===== config.mk =====
export PLATFORM = sky130hd
export DESIGN_NAME = brick_ball_engine
export DESIGN_NICKNAME = d
export VERILOG_FILES = /design/src/rtl/brick_ball_engine.sv
export SDC_FILE = /design/constraint.sdc
export NUM_CORES = 1
export LEC_CHECK = 0
export BUFFER_PORTS_ARGS = -buffer_cell sky130_fd_sc_hd__buf_2
export CORE_UTILIZATION = 40
export DETAILED_ROUTE_END_ITERATION = 10
export GPL_ROUTABILITY_DRIVEN = 0
export HOLD_SLACK_MARGIN = 0.15
export PLACE_DENSITY = 0.55
export RECOVER_POWER = 50
export SLEW_MARGIN = 40
export SYNTH_ARGS = -nofsm -noshare
export SYNTH_HDL_FRONTEND = slang
export SYNTH_SLANG_ARGS = --single-unit
export TNS_END_PERCENT = 100

===== constraint.sdc =====
create_clock -name CLK_25MH -period 8.9 [get_ports CLK_25MH]
set_clock_uncertainty 0.05 [all_clocks]
set_input_delay 0.89 -clock CLK_25MH [delete_from_list [all_inputs] [get_ports CLK_25MH]]
set_output_delay 0.89 -clock CLK_25MH [all_outputs]
set_load 0.01 [all_outputs]

===== src/rtl/brick_ball_engine.sv =====
// rtl/brick_ball_engine.sv - Breakout per-frame ball/paddle/brick physics engine
// Optional BRICK_MULTI_HIT_EN: bricks take three hits (damage 1, 2, 3) instead of one.
module brick_ball_engine #(
  parameter int BALL_SIZE = 7,
  parameter int SPEED     = 2,
  parameter int PADDLE_W  = 100
) (
  input  logic       CLK_25MH,
  input  logic       reset,
  input  logic [9:0] hor_count,
  input  logic [9:0] ver_count,
  input  logic [9:0] paddle_pos,
  input  logic       launch,
  output logic [9:0] ball_x,
  output logic [9:0] ball_y,
  output logic       active_write_enable,
  output logic [5:0] active_position,
  output logic [1:0] active_data,
  output logic [7:0] score,
  output logic [1:0] lives,
  output logic       game_over,
  output logic       frame_busy
);
  typedef logic signed [11:0] s12_t;
  typedef enum logic [2:0] {IDLE, MOVE, BOUNCE, SCAN, COMMIT} state_t;

  localparam s12_t BS = s12_t'(BALL_SIZE);
  localparam s12_t PW = s12_t'(PADDLE_W);
  localparam logic signed [10:0] SPD = 11'(SPEED);

  state_t            state_q;
  logic [9:0]        ball_x_q, ball_y_q;
  logic signed [10:0] nx_q, ny_q;
  logic              dx_q, dy_q, serving_q, hit_q;
  logic [3:0]        scan_idx_q, hit_idx_q;
  logic [1:0]        dmg_q [0:9];
  logic              awe_q, game_over_q, frame_busy_q;
  logic [5:0]        pos_q;
  logic [1:0]        data_q, lives_q, new_dmg;
  logic [7:0]        score_q;

  s12_t nx_e, ny_e, pad_e, bnx_d, bny_d, brk_x0, brk_y0;
  logic bdx_d, bdy_d, floor_d, brick_hit, tick;
  logic [2:0] col;

  assign nx_e  = s12_t'(nx_q);
  assign ny_e  = s12_t'(ny_q);
  assign pad_e = $signed({2'b00, paddle_pos});
  assign tick  = (hor_count == 10'd640) && (ver_count == 10'd480) && !game_over_q;

  // Wall/paddle checks are order dependent: each sees the previous one's result.
  always_comb begin
    bnx_d = nx_e;
    bny_d = ny_e;
    bdx_d = dx_q;
    bdy_d = dy_q;
    if (bnx_d < 12'sd0) begin
      bnx_d = 12'sd0;
      bdx_d = 1'b1;
    end
    if (bnx_d + BS > 12'sd639) begin
      bnx_d = 12'sd639 - BS;
      bdx_d = 1'b0;
    end
    if (bny_d < 12'sd0) begin
      bny_d = 12'sd0;
      bdy_d = 1'b1;
    end
    if (bdy_d && (bnx_d <= pad_e + PW - 12'sd1) && (bnx_d + BS >= pad_e + 12'sd1) &&
        (bny_d <= 12'sd449) && (bny_d + BS >= 12'sd441)) begin
      bny_d = 12'sd433;
      bdy_d = 1'b0;
    end
    floor_d = (bny_d + BS > 12'sd479);
  end

  always_comb begin
    col = (scan_idx_q >= 4'd5) ? 3'(scan_idx_q - 4'd5) : scan_idx_q[2:0];
    case (col)
      3'd0:    brk_x0 = 12'sd40;
      3'd1:    brk_x0 = 12'sd160;
      3'd2:    brk_x0 = 12'sd280;
      3'd3:    brk_x0 = 12'sd400;
      default: brk_x0 = 12'sd520;
    endcase
    brk_y0    = (scan_idx_q >= 4'd5) ? 12'sd90 : 12'sd40;
    brick_hit = (dmg_q[scan_idx_q] != 2'd3) &&
                (nx_e <= brk_x0 + 12'sd80) && (nx_e + BS >= brk_x0) &&
                (ny_e <= brk_y0 + 12'sd30) && (ny_e + BS >= brk_y0);
  end

  always_comb begin
`ifdef BRICK_MULTI_HIT_EN
    new_dmg = dmg_q[hit_idx_q] + 2'd1;
`else
    new_dmg = 2'd3;
`endif
  end

  always_ff @(posedge CLK_25MH) begin
    if (reset) begin
      state_q      <= IDLE;
      ball_x_q     <= 10'd316;
      ball_y_q     <= 10'd432;
      nx_q         <= 11'sd0;
      ny_q         <= 11'sd0;
      dx_q         <= 1'b1;
      dy_q         <= 1'b0;
      serving_q    <= 1'b1;
      hit_q        <= 1'b0;
      scan_idx_q   <= 4'd0;
      hit_idx_q    <= 4'd0;
      awe_q        <= 1'b0;
      pos_q        <= 6'd0;
      data_q       <= 2'd0;
      score_q      <= 8'd0;
      lives_q      <= 2'd3;
      game_over_q  <= 1'b0;
      frame_busy_q <= 1'b0;
      for (int i = 0; i < 10; i++) dmg_q[i] <= 2'd0;
    end else begin
      awe_q <= 1'b0;
      case (state_q)
        IDLE: if (tick) begin
          frame_busy_q <= 1'b1;
          if (serving_q) begin
            nx_q    <= $signed({1'b0, paddle_pos}) + 11'sd46;
            ny_q    <= 11'sd432;
            hit_q   <= 1'b0;
            state_q <= COMMIT;
            if (launch) begin
              serving_q <= 1'b0;
              dx_q      <= 1'b1;
              dy_q      <= 1'b0;
            end
          end else begin
            state_q <= MOVE;
          end
        end
        MOVE: begin
          nx_q       <= $signed({1'b0, ball_x_q}) + (dx_q ? SPD : -SPD);
          ny_q       <= $signed({1'b0, ball_y_q}) + (dy_q ? SPD : -SPD);
          hit_q      <= 1'b0;
          scan_idx_q <= 4'd0;
          state_q    <= BOUNCE;
        end
        BOUNCE: begin
          nx_q <= bnx_d[10:0];
          ny_q <= bny_d[10:0];
          dx_q <= bdx_d;
          dy_q <= bdy_d;
          if (floor_d) begin
            lives_q   <= lives_q - 2'd1;
            serving_q <= 1'b1;
            if (lives_q == 2'd1) game_over_q <= 1'b1;
            state_q   <= COMMIT;
          end else begin
            state_q <= SCAN;
          end
        end
        SCAN: begin
          if (!hit_q && brick_hit) begin
            hit_q     <= 1'b1;
            hit_idx_q <= scan_idx_q;
          end
          if (scan_idx_q == 4'd9) state_q <= COMMIT;
          else scan_idx_q <= scan_idx_q + 4'd1;
        end
        COMMIT: begin
          ball_x_q <= nx_q[9:0];
          // A brick hit reflects vertically, so the ball keeps its previous row.
          ball_y_q <= hit_q ? ball_y_q : ny_q[9:0];
          if (hit_q) begin
            dy_q             <= ~dy_q;
            dmg_q[hit_idx_q] <= new_dmg;
            awe_q            <= 1'b1;
            pos_q            <= {2'b00, hit_idx_q};
            data_q           <= new_dmg;
            if (new_dmg == 2'd3) begin
              score_q <= score_q + 8'd1;
              if (score_q == 8'd9) game_over_q <= 1'b1;
            end
          end
          frame_busy_q <= 1'b0;
          state_q      <= IDLE;
        end
        default: state_q <= IDLE;
      endcase
    end
  end

  assign ball_x              = ball_x_q;
  assign ball_y              = ball_y_q;
  assign active_write_enable = awe_q;
  assign active_position     = pos_q;
  assign active_data         = data_q;
  assign score               = score_q;
  assign lives               = lives_q;
  assign game_over           = game_over_q;
  assign frame_busy          = frame_busy_q;
endmodule

# --- After elaboration in Yosys (flattened, before gate mapping) ---
# Memories as Yosys holds them, arrays and structs flattened. A register that Yosys moved wholly into a read port is not among the register bits.
# Cells that the tools add are included.
op_classes:
  n_shift: 0
  n_mux: 62
  n_addsub: 18
  n_reduce_logical: 36
  n_div: 0
  bitwise_logic: 2
  magnitude_cmp: 13
  mul: 0
  n_eq_ne: 24
ops:
  columns: ["op", "count"]
  rows:
  - ["2-to-1 mux 11 bit", 6]
  - ["one-hot mux 11 bit (3 select lines)", 2]
  - ["adder 12 x 4 -> 12 bit (second input constant)", 4]
  - ["2-to-1 mux 12 bit", 4]
  - ["one-hot mux 10 bit (4 select lines)", 1]
  - ["2-to-1 mux 1 bit", 30]
  - ["adder 11 x 4 -> 12 bit (second input constant)", 2]
  - ["greater-or-equal comparator 12 bit", 2]
  - ["adder 11 bit", 2]
  - ["< comparator 11 x 1 -> 1 bit (second input constant)", 2]
  - ["!= test 2 bit (second input constant)", 11]
  - ["2-to-1 mux 4 bit", 4]
  - ["2-to-1 mux 3 bit", 5]
  - ["AND reduction 5 bit", 3]
  - ["AND reduction 2 bit", 7]
  - ["adder 12 x 8 -> 12 bit (second input constant)", 1]
  - ["equality test 3 x 2 -> 1 bit (second input constant)", 4]
  - ["greater-or-equal comparator 12 x 10 -> 1 bit (second input constant)", 1]
  - ["greater-or-equal comparator 12 x 8 -> 1 bit", 1]
  - ["greater-than comparator 12 x 10 -> 1 bit (second input constant)", 1]
  - ["greater-than comparator 12 x 11 -> 1 bit (second input constant)", 1]
  - ["less-or-equal comparator 11 x 12 -> 1 bit", 1]
  - ["less-or-equal comparator 12 x 10 -> 1 bit (second input constant)", 1]
  - ["less-or-equal comparator 12 bit", 1]
  - ["other kinds (34)", 58]
totals:
  mem_bits_rw: 20
  romBits: 0
  input_bits: 33
  regBits: 75
  latch_bits: 0
  memories: 1
mem_list:
  columns: ["name", "words", "word_bits", "rd", "rd_clocked_by_memory_dff", "write_ports", "line", "source"]
  rows:
  - ["dmg_q", 10, 2, 1, 1, 10, "36", "logic [1:0] dmg_q [0:9];"]

# --- Depth between registers and ports, before layout ---
logic_depth:
  ltp_word: 15
  mapped_depth: 27

# --- Worst setup path before layout ---
# OpenSTA, ideal clock, no wires.
synth_path:
  path_kind: "flip-flop to flip-flop"
  from: "reg nx_q[10]"
  to: "reg lives_q[0], in the netlist lives[0]"
  setup_time_ns: 0.072
  required_time_ns: 8.778
  period_less_slack_ns: 5.875
  setup_slack_ns: 3.025
  arrival_ns: 5.753
  stages_incl_launch_ff: 28
  cell_sequence: "dfxtp_1 clkbuf_1 clkbuf_1 nand2b_1 ha_1 nor3b_1 o211ai_1 and2_1 o31a_1 nor2b_1 and2_1 ha_1 a211oi_2 o21bai_1 or4b_4 o221ai_2 a21oi_2 a2111oi_2 buf_4 nor2_1 ha_1 nor2b_1 nor3b_1 xnor2_1 nor4_1 inv_1 o31ai_1 mux2i_1"
synth_via:
  elab_chain_len: 14
synth_rtl:
  columns: ["element", "line", "source"]
  rows:
  - ["from (decl)", "33", "logic signed [10:0] nx_q, ny_q;"]
  - ["from (signal assigned)", "127", "nx_q <= $signed({1'b0, paddle_pos}) + 11'sd46;"]
  - ["from (signal assigned)", "141", "nx_q <= $signed({1'b0, ball_x_q}) + (dx_q ? SPD : -SPD);"]
  - ["from (signal assigned)", "148", "nx_q <= bnx_d[10:0];"]
  - ["< comparator 11 x 1 -> 1 bit", "57", "if (bnx_d < 12'sd0) begin"]
  - ["2-to-1 mux 12 bit *", "57", null]
  - ["adder 12 x 4 -> 12 bit", "61", "if (bnx_d + BS > 12'sd639) begin"]
  - ["greater-than comparator 12 x 11 -> 1 bit", "61", null]
  - ["2-to-1 mux 12 bit *", "61", null]
  - ["adder 12 x 4 -> 12 bit or less-or-equal comparator 12 bit (tied branches)", "69", "if (bdy_d && (bnx_d <= pad_e + PW - 12'sd1) && (bnx_d + BS >= pad_e + 12'sd1) &&"]
  - ["greater-or-equal comparator 12 bit or logical AND 1 bit (tied branches)", "69", null]
  - ["logical AND 1 bit * (2 in a row)", "69", null]
  - ["logical AND 1 bit *", "70", "(bny_d <= 12'sd449) && (bny_d + BS >= 12'sd441)) begin"]
  - ["2-to-1 mux 12 bit *", "69", null]
  - ["adder 12 x 4 -> 12 bit *", "74", "floor_d = (bny_d + BS > 12'sd479);"]
  - ["greater-than comparator 12 x 10 -> 1 bit *", "74", null]
  - ["AND reduction 2 bit (no source line) *", null, null]
  - ["to (signal assigned)", "153", "lives_q <= lives_q - 2'd1;"]
  - ["to (decl)", "39", "logic [1:0] data_q, lives_q, new_dmg;"]
# Every way passes the cells marked *; elsewhere a longest branch is shown, timed or not.
# A chain may end at the register's enable or synchronous reset.

# --- Worst setup path after layout ---
layout_path:
  from: "reg nx_q[10]"
  to: "reg lives_q[1], in the netlist lives[1]"
# The elaborated chain is that of the path after synthesis.

==> results.txt <==
The switching fraction of total power came out at 24.4%. The number of max-slew violations in the final report came out at 98. The CTS tree is done.

The endpoint identified for the worst register-to-register timing path is lives[1]. The kind of cell with the highest combined delay along the critical path is simple AND/OR/NAND/NOR gates. STA puts the critical path data required time at 9.12 ns. The path with the worst hold slack has its endpoint at frame_busy.

The number of warnings printed during yosys synthesis came out at 0. The clock network accounts for 42.3% of the total power. The instance count of the mapped netlist is 889.

The reported leakage power came out at 3.13 nW. The violation count after the first detailed-route iteration is 382. Among all stages on the critical path, the largest delay is contributed by sky130_fd_sc_hd__or4b_4. The net count of the finished layout is 1038. IR analysis of the VDD net gives a maximum drop of 0.0711 mV. The number of max-cap violations came out at 2. The clock buffer count from CTS came out at 9. The analysis attributes to net switching a power of 0.000209 W. The final sum of negative setup slack is 0 ns. The number of sinks on the clock net is 95. The length in cells of the worst reg-to-reg path came out at 26. The number of unique standard cell types used by synthesis is 81. Setup repair after global routing left no endpoint under its margin. The startpoint identified for the worst hold timing path is frame_busy. The post-synth design cell area is 7280 um^2. The final reports fail on capacitance limit, slew limit. The level count of the clock H-tree is 3. Wires add up to 19600 um. The final hold violation count is 0. The worst setup path is captured at a register. Once the floorplan was initialized, standard cells occupied 41.5% of the core. The share of the cycle needed by the critical path after routing came out at 74.6%. The nature of the critical path startpoint is a register. The total area inside the core boundary comes to 17500 um^2. The clock-pin slew of the registers on the worst-case setup and hold paths is 0.07 ns.

The HPWL after detailed placement is 14600 um. Among all flip-flop cells after synthesis, the most frequent one is sky130_fd_sc_hd__dfxtp_1. The shortest period the worst path allows is 6.64 ns. The number of antenna violations at the first check in global routing came to 0. The min-delay analysis places its worst path in the category reg -> reg. The number of gates resized after CTS was 0. The number of vias per cell after detailed routing is 5.56. The fraction of registers with async set/reset came out at 0%. The class of the most critical setup path is reg -> reg. Entering global routing, the biggest net connects 65 pins. The count of buffer and inverter cells on the critical path is 3. Before antenna repair, the detailed router went through 5 iterations. The count of nets left with antenna violations once routing finished came out at 0.

The critical path starts at nx_q[10]. Registers are responsible for 51.0% of the overall power. The floorplan die height came out at 137 um. The number of port buffers is 71. The tree is rooted in a sky130_fd_sc_hd__clkbuf_16.

The portion of synthesized cell area occupied by the leading cell type came out at 21.7%. The combinational fraction of design power came out at 6.7%. The synthesized design contains 16 enable-type register cells. Buffers inserted to repair hold after CTS numbered 0.

The number of core rows came out at 48. The power density relative to cell area is 108 nW/um^2. The worst pin sits at a relative slew slack of -99.2%. The endpoint arrival time on the critical path came out at 6.86 ns. The number of ports placed on the die boundary is 74. The global-route wire length before repair is 31600 um. In this run the deepest clock path goes through 2 buffers.

In the final routed layout, each cell accounts on average for 17.0 um. Along the worst hold path, the cell count comes to 2. The number of inserted diodes came out at 0.

The final number of setup-violating endpoints is 0. The die outline area is 18700 um^2. The maximum clock frequency came out at 151 MHz. After synthesis, the cell types taking the most area are sky130_fd_sc_hd__dfxtp_1 22%, sky130_fd_sc_hd__ha_1 13%, sky130_fd_sc_hd__edfxtp_1 6.6%. The number of setup buffers added after CTS is 0. The largest single stage delay on the critical path is 0.51 ns. The clock latency of the later-clocked register in the worst-skew pair is 0.35 ns. The slew at the pin closest to its max-slew limit is 2.99 ns. The total design power came out at 0.000857 W.

For this block, the via count after detailed routing is 6420. The internal portion of the total power is 0.000648 W. A synthesized cell averages 8.19 um^2. The horizontal extent of the die came out at 137 um. From synthesis to final layout, the design area changed by 9.30%. The source of the worst register-to-register timing path is nx_q[10]. For this run, the total global-route usage over all layers was measured as 21.9%. The flow ran to the end, but the final reports show violations. The number of global-route vias before repair is 5957.

The share of synthesized area occupied by flip-flops and latches is 28.3%. The largest total area in the synthesized netlist belongs to sky130_fd_sc_hd__dfxtp_1. The internal reg-to-reg setup slack is 2.26 ns. The count of unresolved DRC violations after routing came out at 0. Of the cells placed in the final design, the portion with a size suffix greater than 1 is 7.74%. The total overflow left after global routing is 0. The number of synthesized register bits is 95. Along the worst path, the maximum fanout reaches 19.
## cells in the final DEF, fill, tap and decap left out, drive strengths merged, types with 18 or more instances in the layout
master	count
nand3	28
buf	35
xor2	24
a21oi	54
clkbuf	50
nor2	64
dfxtp	79
nand2b	18
xnor2	34
inv	47
ha	78
nor3	18
o21ai	45
nand2	111
## registers in the layout, indices dropped and copies added, names as in the netlist, named ones only
name	cells
dmg_q	16
nx_q	11
ny_q	11
ball_x	10
ball_y	10
score	8
active_position	4
hit_idx_q	4
scan_idx_q	4
state_q	3
lives	2
active_data	1
active_write_enable	1
dx_q	1
dy_q	1
frame_busy	1
game_over	1
hit_q	1
serving_q	1
## kinds of logic (layout without fill, tap and decap cells)
family / after synthesis / in the layout / synth area share (%)
AOI/OAI and AO/OA: 212 / 212 / 19.5
other: 1 / 2 / 0.0515
adders and majority gates: 80 / 80 / 14.0
buffers and inverters: 98 / 138 / 5.43
and+or+nand+nor: 328 / 328 / 22.3
muxes: 17 / 17 / 3.42
xor gates and xnor gates: 58 / 58 / 6.98
DFF: 95 / 95 / 28.3
## tightest hold or removal path: cells and delay by family (launching register included)
family	cells	cell delay, ns
AOI/OAI and AO/OA	1	0.05
and+or+nand+nor	1	0.05
DFF	1	0.31
## per-stage QoR
| stage | utilization [%] | instances | instance area (um^2) | setup slack (ns) | hold WS (ns) |
|---|---|---|---|---|---|
| 2_1_floorplan | - | 890 | 7280 | 3.03 | 0.408 |
| 3_3_place_gp | 44.1 | 1139 | 7730 | 2.49 | 0.394 |
| 3_5_place_dp | 44.1 | 1139 | 7740 | 2.38 | 0.395 |
| 4_1_cts | 45.7 | 1155 | 8010 | 2.32 | 0.404 |
| 5_1_grt | 45.4 | 1155 | 7950 | 1.65 | 0.423 |
| 6_report | 45.4 | 1155 | 7950 | 2.26 | 0.404 |
## worst max path at each step
stage               endpoint  slack [ns]  depth (start not counted)
floorplan           lives[0]        3.03                         27
global placement    lives[1]        2.49                         26
detailed placement  lives[1]        2.38                         26
CTS                 lives[1]        2.32                         26
global route        lives[1]        1.65                         26
finish              lives[1]        2.26                         26
## synth_stat cells (all sizes together), types with 5 or more instances
library cell / count
inv: 46
o32ai: 7
nand2: 111
nand3: 28
ha: 78
dfxtp: 79
o21a: 7
a22oi: 7
nor3: 18
nor4: 5
or3: 8
a211oi: 10
mux4: 5
edfxtp: 16
and2: 13
clkbuf: 41
a21oi: 54
xor2: 24
buf: 11
a21o: 14
nand2b: 18
o211ai: 10
a31oi: 9
o21ai: 45
nor2b: 16
nor2: 64
nand3b: 5
and3: 9
o22ai: 6
nand4: 15
mux2i: 11
xnor2: 34
## power groups by stage
stage,registers (W),logic [W],clock network (W)
floorplan,0.000447,0.0000386,0
global placement,0.000447,0.0000573,0
detailed placement,0.000447,0.0000565,0
CTS,0.000437,0.0000571,0.000373
global route,0.000437,0.0000643,0.000386
finish,0.000437,0.0000573,0.000362
## layer usage
layer | vias up | routed length (um) | share of wire, % | GRT usage, %
li1 | 3247 | - | - | -
met3 | 34 | 940 | 4.8 | 2.96
met5 | - | 0 | 0 | 0
met4 | 0 | 442 | 2.3 | 7.57
met1 | 2969 | 9740 | 50 | 30.9
met2 | 170 | 8460 | 43 | 34.1
## area by class of cell
type	count	area (um^2)
Sequential cell	95	2060
Timing Repair Buffer	76	337
Clock inverter	7	47.5
Multi-Input combinational cell	697	4830
Tap cell	225	282
Clock buffer	9	225
Inverter	46	173
Fill cell	1771	9580
Note: power is estimated with default switching activity, not from simulation.
